File: src/rtl/video_timing.sv
// rtl/video_timing.sv - 640x480@60 VGA raster timing with a 2x-scaled 256x240 game window
//
// Purpose:
//   Free-running horizontal/vertical raster counters clocked by the pixel clock.
//   Sync pulses, game-window coordinates, blanking flags and the vblank interrupt
//   are all decoded from the counters and registered, so every output at cycle n
//   describes the raster position (h_count, v_count) held during cycle n-1.
//   That keeps the syncs and the coordinates mutually aligned.
//
// Optional feature:
//   `SCANLINE_IRQ_EN - adds scanline_cmp_i / scanline_irq_o and the row comparator.
//
// Ports:
//   gpu_clk            in   1  pixel clock, all logic on posedge
//   rst_n              in   1  synchronous active-low reset
//   hsync_o            out  1  horizontal sync, active low
//   vsync_o            out  1  vertical sync, active low
//   display_x_o        out  8  game-window column 0..255 (0 outside the window)
//   display_y_o        out  8  game-window row 0..239 (0 in vertical blanking)
//   display_active_o   out  1  pixel lies inside the game window
//   vblank_o           out  1  raster in vertical blanking
//   vblank_start_o     out  1  one-cycle pulse on the first pixel of line V_VISIBLE
//   irq_o              out  1  vblank interrupt, level, sticky until acknowledged
//   irq_ack_i          in   1  CPU acknowledge, clears irq_o and scanline_irq_o
//   scanline_cmp_i     in   8  compare row for the scanline interrupt (optional)
//   scanline_irq_o     out  1  scanline interrupt, sticky (optional)

module video_timing #(
    parameter int H_VISIBLE = 640,
    parameter int H_FRONT   = 16,
    parameter int H_SYNC    = 96,
    parameter int H_BACK    = 48,
    parameter int V_VISIBLE = 480,
    parameter int V_FRONT   = 10,
    parameter int V_SYNC    = 2,
    parameter int V_BACK    = 33,
    parameter int H_OFFSET  = 64
) (
    input  logic       gpu_clk,
    input  logic       rst_n,
    output logic       hsync_o,
    output logic       vsync_o,
    output logic [7:0] display_x_o,
    output logic [7:0] display_y_o,
    output logic       display_active_o,
    output logic       vblank_o,
    output logic       vblank_start_o,
    output logic       irq_o,
    input  logic       irq_ack_i
`ifdef SCANLINE_IRQ_EN
    ,
    input  logic [7:0] scanline_cmp_i,
    output logic       scanline_irq_o
`endif
);

    localparam int H_TOTAL      = H_VISIBLE + H_FRONT + H_SYNC + H_BACK;
    localparam int V_TOTAL      = V_VISIBLE + V_FRONT + V_SYNC + V_BACK;
    localparam int H_SYNC_START = H_VISIBLE + H_FRONT;
    localparam int H_SYNC_END   = H_SYNC_START + H_SYNC;
    localparam int V_SYNC_START = V_VISIBLE + V_FRONT;
    localparam int V_SYNC_END   = V_SYNC_START + V_SYNC;
    // 256 game pixels, each doubled horizontally
    localparam int WIN_WIDTH    = 512;
    localparam int WIN_END      = H_OFFSET + WIN_WIDTH;

    logic [9:0] h_count;
    logic [9:0] v_count;
    logic       h_last;
    logic       v_last;

    // Decoded values for the current raster position; registered below.
    logic       hsync_n;
    logic       vsync_n;
    logic       v_visible_n;
    logic       active_n;
    logic [7:0] x_n;
    logic [7:0] y_n;
    logic       vblank_start_n;

    assign h_last = (h_count == 10'(H_TOTAL - 1));
    assign v_last = (v_count == 10'(V_TOTAL - 1));

    always_comb begin
        hsync_n        = !((h_count >= 10'(H_SYNC_START)) && (h_count < 10'(H_SYNC_END)));
        vsync_n        = !((v_count >= 10'(V_SYNC_START)) && (v_count < 10'(V_SYNC_END)));
        v_visible_n    = (v_count < 10'(V_VISIBLE));
        active_n       = v_visible_n &&
                         (h_count >= 10'(H_OFFSET)) && (h_count < 10'(WIN_END));
        // Each game pixel spans two raster pixels/lines, hence the halving.
        x_n            = active_n ? 8'((h_count - 10'(H_OFFSET)) >> 1) : 8'd0;
        y_n            = v_visible_n ? 8'(v_count >> 1) : 8'd0;
        vblank_start_n = (h_count == 10'd0) && (v_count == 10'(V_VISIBLE));
    end

    always_ff @(posedge gpu_clk) begin
        if (!rst_n) begin
            h_count <= 10'd0;
            v_count <= 10'd0;
        end else if (h_last) begin
            h_count <= 10'd0;
            v_count <= v_last ? 10'd0 : v_count + 10'd1;
        end else begin
            h_count <= h_count + 10'd1;
        end
    end

    always_ff @(posedge gpu_clk) begin
        if (!rst_n) begin
            hsync_o          <= 1'b1;
            vsync_o          <= 1'b1;
            display_x_o      <= 8'd0;
            display_y_o      <= 8'd0;
            display_active_o <= 1'b0;
            vblank_o         <= 1'b0;
            vblank_start_o   <= 1'b0;
        end else begin
            hsync_o          <= hsync_n;
            vsync_o          <= vsync_n;
            display_x_o      <= x_n;
            display_y_o      <= y_n;
            display_active_o <= active_n;
            vblank_o         <= !v_visible_n;
            vblank_start_o   <= vblank_start_n;
        end
    end

    // Sticky interrupt: a new vblank event in the same cycle as an ack wins,
    // so the CPU never loses a frame it has not yet seen.
    always_ff @(posedge gpu_clk) begin
        if (!rst_n) begin
            irq_o <= 1'b0;
        end else if (vblank_start_n) begin
            irq_o <= 1'b1;
        end else if (irq_ack_i) begin
            irq_o <= 1'b0;
        end
    end

`ifdef SCANLINE_IRQ_EN
    // Game row r occupies raster lines 2r and 2r+1; fire on the first of them.
    // Rows beyond the visible game window never match.
    logic scan_hit;

    assign scan_hit = (h_count == 10'd0) &&
                      (scanline_cmp_i < 8'(V_VISIBLE / 2)) &&
                      (v_count == {1'b0, scanline_cmp_i, 1'b0});

    always_ff @(posedge gpu_clk) begin
        if (!rst_n) begin
            scanline_irq_o <= 1'b0;
        end else if (scan_hit) begin
            scanline_irq_o <= 1'b1;
        end else if (irq_ack_i) begin
            scanline_irq_o <= 1'b0;
        end
    end
`endif

endmodule

File: config.mk
export PLATFORM = sky130hd
export DESIGN_NAME = video_timing
export DESIGN_NICKNAME = d
export VERILOG_FILES = /design/src/rtl/video_timing.sv
export SDC_FILE = /design/constraint.sdc
export NUM_CORES = 1
export LEC_CHECK = 0
export ABC_AREA = 1
export CORE_MARGIN = 2
export CORE_UTILIZATION = 47
export DETAILED_ROUTE_END_ITERATION = 8
export DONT_BUFFER_PORTS = 1
export HOLD_SLACK_MARGIN = 0.1
export SYNTH_ARGS = -nofsm -noshare
export SYNTH_HDL_FRONTEND = slang
export SYNTH_SLANG_ARGS = --single-unit
File: constraint.sdc
create_clock -name gpu_clk -period 1.99 [get_ports gpu_clk]
set_clock_uncertainty 0.2 [all_clocks]
set_input_delay 0.2985 -clock gpu_clk [delete_from_list [all_inputs] [get_ports gpu_clk]]
set_output_delay 0.2985 -clock gpu_clk [all_outputs]
set_load 0.02 [all_outputs]
==> Word-level counts from Yosys, hierarchy flattened <==
Index checks and enable logic that the tools add are counted.
{ "classes": {"add_sub_neg": 3, "multipliers": 0, "div_mod_pow": 0, "order_cmp": 7, "n_eq_ne": 3, "shift": 0, "mux": 3, "bitwise_logic": 1, "n_reduce_logical": 13} }
{ "op_table": {"columns": ["cell", "n"], "rows": [
  ["10-bit by 1-bit adder with 10-bit output (second input constant)", 2],
  ["10-bit equality test (second input constant)", 2],
  ["10-bit less-than comparator (second input constant)", 2],
  ["10-bit by 9-bit less-than comparator with 1-bit output (second input constant)", 2],
  ["10-bit by 9-bit equality test with 1-bit output (second input constant)", 1],
  ["10-bit greater-or-equal comparator (second input constant)", 1],
  ["10-bit by 7-bit greater-or-equal comparator with 1-bit output (second input constant)", 1],
  ["10-bit by 9-bit greater-or-equal comparator with 1-bit output (second input constant)", 1],
  ["10-bit zero test", 1],
  ["10-bit 2-to-1 mux", 1],
  ["9-bit by 7-bit subtractor with 9-bit output (second input constant)", 1],
  ["1-bit logical AND", 5],
  ["2-bit AND reduction", 2],
  ["1-bit zero test", 3],
  ["1-bit 2-to-1 mux", 2],
  ["2-bit nonzero test", 1],
  ["2-bit OR reduction", 1],
  ["1-bit inverter", 1]
]} }
{ "word_totals": {"reg_bits": 42, "latch_bits": 0, "ramBits": 0, "romBits": 0, "input_bits": 3, "out_inout_bits": 22, "elab_cells": 40, "memories": 0} }

==> Logic depth before layout (Yosys ltp) <==
{ "depth": {"depth_word": 4, "depth_mapped": 9, "depth_no_buf": 9} }

==> Least setup slack after synthesis <==
Ideal clock, no wire load.
{ "synth_timing": {"kind": "register to register", "start": "reg h_count[6]", "end": "reg v_count[0]", "setup_time_ns": 0.114, "arrival_ns": 1.297, "t_required_ns": 1.676, "slack_ns": 0.379, "path_stages_with_launch": 10, "path_buffers": 0, "synth_period_minus_slack_ns": 1.611, "path_cell_list": "dfxtp_1 inv_1 ha_1 nand2_1 nor3_4 nand2_4 inv_2 nand2_2 nand2_4 nor2_1"} }
{ "synth_via": {"elab_chain_len": 1} }
{ "synth_rtl": {"columns": ["element", "line", "source"], "rows": [
  ["start: declaration", "67", "logic [9:0] h_count;"],
  ["start signal: assignment", "104", "h_count <= h_count + 10'd1;"],
  ["10-bit equality test", "81", "assign h_last = (h_count == 10'(H_TOTAL - 1));"],
  ["end signal: assignment", "102", "v_count <= v_last ? 10'd0 : v_count + 10'd1;"],
  ["end: declaration", "68", "logic [9:0] v_count;"]
]} }
Every way passes these cells.
A chain may end at the register's enable or synchronous reset.

==> Worst setup path in the final report <==
{ "layout_timing": {"start": "reg h_count[6]", "end": "reg v_count[3]"} }
Same word-level chain as after synthesis.

==> out/qor.log <==
INFO  power          cellInternalPower=1.39mW
INFO  routing        drt-vias-per-instance=4.99
INFO  cells_and_area layout.cells.most_common_list=48 x sky130_fd_sc_hd__nand2_1, 47 x sky130_fd_sc_hd__nor2_1, 42 x sky130_fd_sc_hd__dfxtp_1, 26 x sky130_fd_sc_hd__inv_1, 25 x sky130_fd_sc_hd__nand3_1
INFO  placed_design  io_buffers=0
INFO  sta            total_neg_setup_slack=0ns
INFO  power          share_comb_of_total_power=0.024
INFO  routing        routed_antenna_nets=0
INFO  global_route   globalRouteOverflowTotal=0
INFO  cts            cts_tree=built
INFO  worst_setup_path end_kind=register
INFO  sta            final_period_util=0.930
INFO  worst_setup_path timing.setup.critical_path_class=register to register
INFO  synthesis      yosys.cell_types.count=23
INFO  synthesis      synthTopCellsByArea=sky130_fd_sc_hd__dfxtp_1 46%, sky130_fd_sc_hd__nand2_1 9.8%, sky130_fd_sc_hd__nor2_1 9.6%, sky130_fd_sc_hd__nand3_1 6.8%, sky130_fd_sc_hd__ha_1 6.1%
INFO  worst_setup_path worst_ep_required_time=1.98ns
INFO  cts            clock_pin_slew_reported_for_the_worst_setup_and_hold_paths_after_clock_tree_synthesis=0.09ns
INFO  synthesis      synth_seq_area_share=0.457
INFO  routing        dr_total_vias=1502
INFO  routing        initialDrtViolationCount=160
INFO  power          clock_power_share=0.483
INFO  sta            timing.final.crit_period=1.85ns
INFO  worst_setup_path cp_data_arrival_time=1.84ns
INFO  power          total_switching_power=329uW
INFO  placed_design  place.detailed.hpwl=2780microns
INFO  floorplan      dieHeight=66.6microns
INFO  power          power_switching_share=0.191
INFO  cells_and_area register_area=841squm
INFO  sta            fmax=540MHz
INFO  global_route   groute.layer.met2.usage=0.264
INFO  sta            timing.final.hold_violations=0
INFO  synthesis      mappedNetlistNets=254
INFO  cts            max-clock-path-buffers=2
INFO  global_route   number_of_global_route_vias_before_repair=1364
INFO  power          irDropWorstVdd=0.000481V
INFO  routing        remaining_drc_errors=0
INFO  global_route   busiest_layer=met1
INFO  synthesis      yosys.area.top_type_share=0.457
INFO  global_route   grt_max_degree=14
INFO  worst_setup_path critPathMaxFanout=6
INFO  power          leakagePower=0.875nW
INFO  global_route   track_usage=0.195
INFO  synthesis      netlist_area=1840squm
INFO  cells_and_area drive_above_1_share=0.0988
INFO  cells_and_area antenna_cells=0
INFO  sta            tightestPinTransition=0.380ns
INFO  global_route   globalRouteMet3Util=0.0473
INFO  cts            cts_max_level=2
INFO  global_route   antenna_violations_before_repair=0
INFO  sta            maxSlewViolCount=0
INFO  placed_design  preCtsSetupSlack=0.165ns
INFO  routing        wl=3850microns
INFO  synthesis      postSynthRegisterBits=42
INFO  floorplan      die_x=66.6microns
INFO  global_route   grt_first_pass_wirelength=6530microns
INFO  run            cap_viol_max_count=0
INFO  power          seqPwrFrac=0.493
INFO  floorplan      die_area=4430squm
INFO  floorplan      design.portCount=25
INFO  worst_setup_path startpoint_type=register
INFO  cts            post_cts.resized_instances=0
INFO  sta            slew_headroom=0.746
INFO  routing        routed_wire_length_per_instance=12.8microns
INFO  cells_and_area mostFrequentLayoutCell=sky130_fd_sc_hd__nand2_1
INFO  cts            tritoncts_num_sinks=42
INFO  cells_and_area fill_cells=352
INFO  power          power_density=828nW/um^2
INFO  cts            insertion_delay=0.30ns
INFO  cells_and_area area_growth_syn_to_layout=13.3%
INFO  routing        drt-pass1-iter-count=4
INFO  floorplan      floorplan.rows=22
INFO  floorplan      initial_utilization=0.495
INFO  outcome        run_status=complete, no violations
INFO  synthesis      ys_warn_count=0
INFO  cells_and_area design.final.nets=264
INFO  synthesis      synth.avg_cell_area=7.60squm
INFO  synthesis      yosysTopAreaCell=sky130_fd_sc_hd__dfxtp_1
INFO  global_route   global_route.usage.met1=0.293
INFO  hold_path      min_path_type=primary input to register
INFO  sta            unrepaired_setup_endpoints_after_global_routing=false
INFO  cells_and_area area_of_the_multi_input_gates=868squm
INFO  sta            finalWorstSetupSlack=0.139ns
INFO  placed_design  global_placement_routability_congestion=0.926
INFO  cts            clock_tree.root_cell=sky130_fd_sc_hd__clkbuf_8
INFO  floorplan      coreArea=3720squm
INFO  synthesis      synthesis.instances=242
INFO  sta            timing.final.setup_violations=0
INFO  cts            cts-buffers-inserted=5
-- repair_timing --
item / in CTS / in global routing
hold endpoints to repair: 23 / 0
hold buffers: 2 / 0
buffers inserted: 0 / 1
endpoints found under the setup margin: 0 / 2
-- metrics by stage --
stage / power [mW] / cell area (sq um) / util / std cells / hold WS [ns]
2_1_floorplan: 0.897 / 1840 / - / 242 / 0.230
3_3_place_gp: 0.906 / 1900 / 0.511 / 290 / 0.231
3_5_place_dp: 0.906 / 1900 / 0.511 / 290 / 0.236
4_1_cts: 1.73 / 2060 / 0.555 / 300 / 0.154
5_1_grt: 1.78 / 2080 / 0.561 / 301 / 0.197
6_report: 1.72 / 2080 / 0.561 / 301 / 0.144
-- per-layer routing --
metal	vias up	wire length (microns)
met1	667	2050
li1	783	-
met3	6	193
met5	-	0
met4	0	57
met2	46	1550
-- final timing paths --
check	from	to	slack, ns	cells after the start
max	h_count[6]$_SDFF_PP0_	v_count[3]$_SDFFE_PN0N_	0.14	9
min	rst_n	display_y_o[5]$_SDFF_PN0_	0.14	3
max reg2reg	h_count[6]$_SDFF_PP0_	v_count[3]$_SDFFE_PN0N_	0.14	9
min reg2reg	h_count[0]$_SDFF_PP0_	h_count[0]$_SDFF_PP0_	0.27	1
-- cells by family after synthesis --
group,Yosys count,synth area share
simple gates,140,0.349
flops,42,0.457
buf+inv,32,0.0707
compound gates,15,0.0429
fa+ha+maj,9,0.0612
xor+xnor,4,0.0191
-- registers in the layout (all words and copies together) (netlist names) --
signal            count
display_active_o      1
hsync_o               1
display_y_o           8
vsync_o               1
v_count              10
h_count              10
display_x_o           8
vblank_o              1
vblank_start_o        1
irq_o                 1
-- power groups by stage --
stage	logic, mW	clock network, mW	registers, mW
global route	0.0484	0.879	0.851
finish	0.0415	0.833	0.849
CTS	0.0423	0.840	0.849
floorplan	0.0288	0	0.868
detailed placement	0.0363	0	0.869
global placement	0.0365	0	0.869
-- synth_stat cells --
master / instances
sky130_fd_sc_hd__xor2_1: 3
sky130_fd_sc_hd__a21oi_1: 8
sky130_fd_sc_hd__nor2_4: 1
sky130_fd_sc_hd__ha_1: 9
sky130_fd_sc_hd__nand3b_1: 2
sky130_fd_sc_hd__nor2_1: 47
sky130_fd_sc_hd__xnor2_1: 1
sky130_fd_sc_hd__nor4_1: 1
sky130_fd_sc_hd__nor3_1: 5
sky130_fd_sc_hd__inv_2: 3
sky130_fd_sc_hd__o21ai_0: 6
sky130_fd_sc_hd__nor3_4: 2
sky130_fd_sc_hd__dfxtp_1: 42
sky130_fd_sc_hd__inv_1: 26
sky130_fd_sc_hd__nand3_1: 25
sky130_fd_sc_hd__buf_2: 2
sky130_fd_sc_hd__nand2_2: 4
sky130_fd_sc_hd__buf_6: 1
sky130_fd_sc_hd__nand4_1: 2
sky130_fd_sc_hd__nand3_2: 1
sky130_fd_sc_hd__nand2_1: 48
sky130_fd_sc_hd__o2111ai_1: 1
sky130_fd_sc_hd__nand2_4: 2
-- critical path: stages, from the launching register on --
cell	delay, ns
sky130_fd_sc_hd__dfxtp_1	0.37
sky130_fd_sc_hd__inv_1	0.12
sky130_fd_sc_hd__ha_1	0.26
sky130_fd_sc_hd__nand2_1	0.12
sky130_fd_sc_hd__nor3_4	0.27
sky130_fd_sc_hd__nand2_4	0.12
sky130_fd_sc_hd__inv_2	0.07
sky130_fd_sc_hd__nand2_2	0.06
sky130_fd_sc_hd__nand2_4	0.10
sky130_fd_sc_hd__nor2_1	0.06
-- final cells by class --
class | count | share of cell area
clock buffers | 6 | 0.0396
clock inverters | 2 | 0.0288
inverters | 29 | 0.0523
multi-input cells | 168 | 0.417
flip-flops and latches | 42 | 0.404
well taps | 48 | 0.0288
repair buffers | 6 | 0.0300
Power figures use the tool's default switching activity.
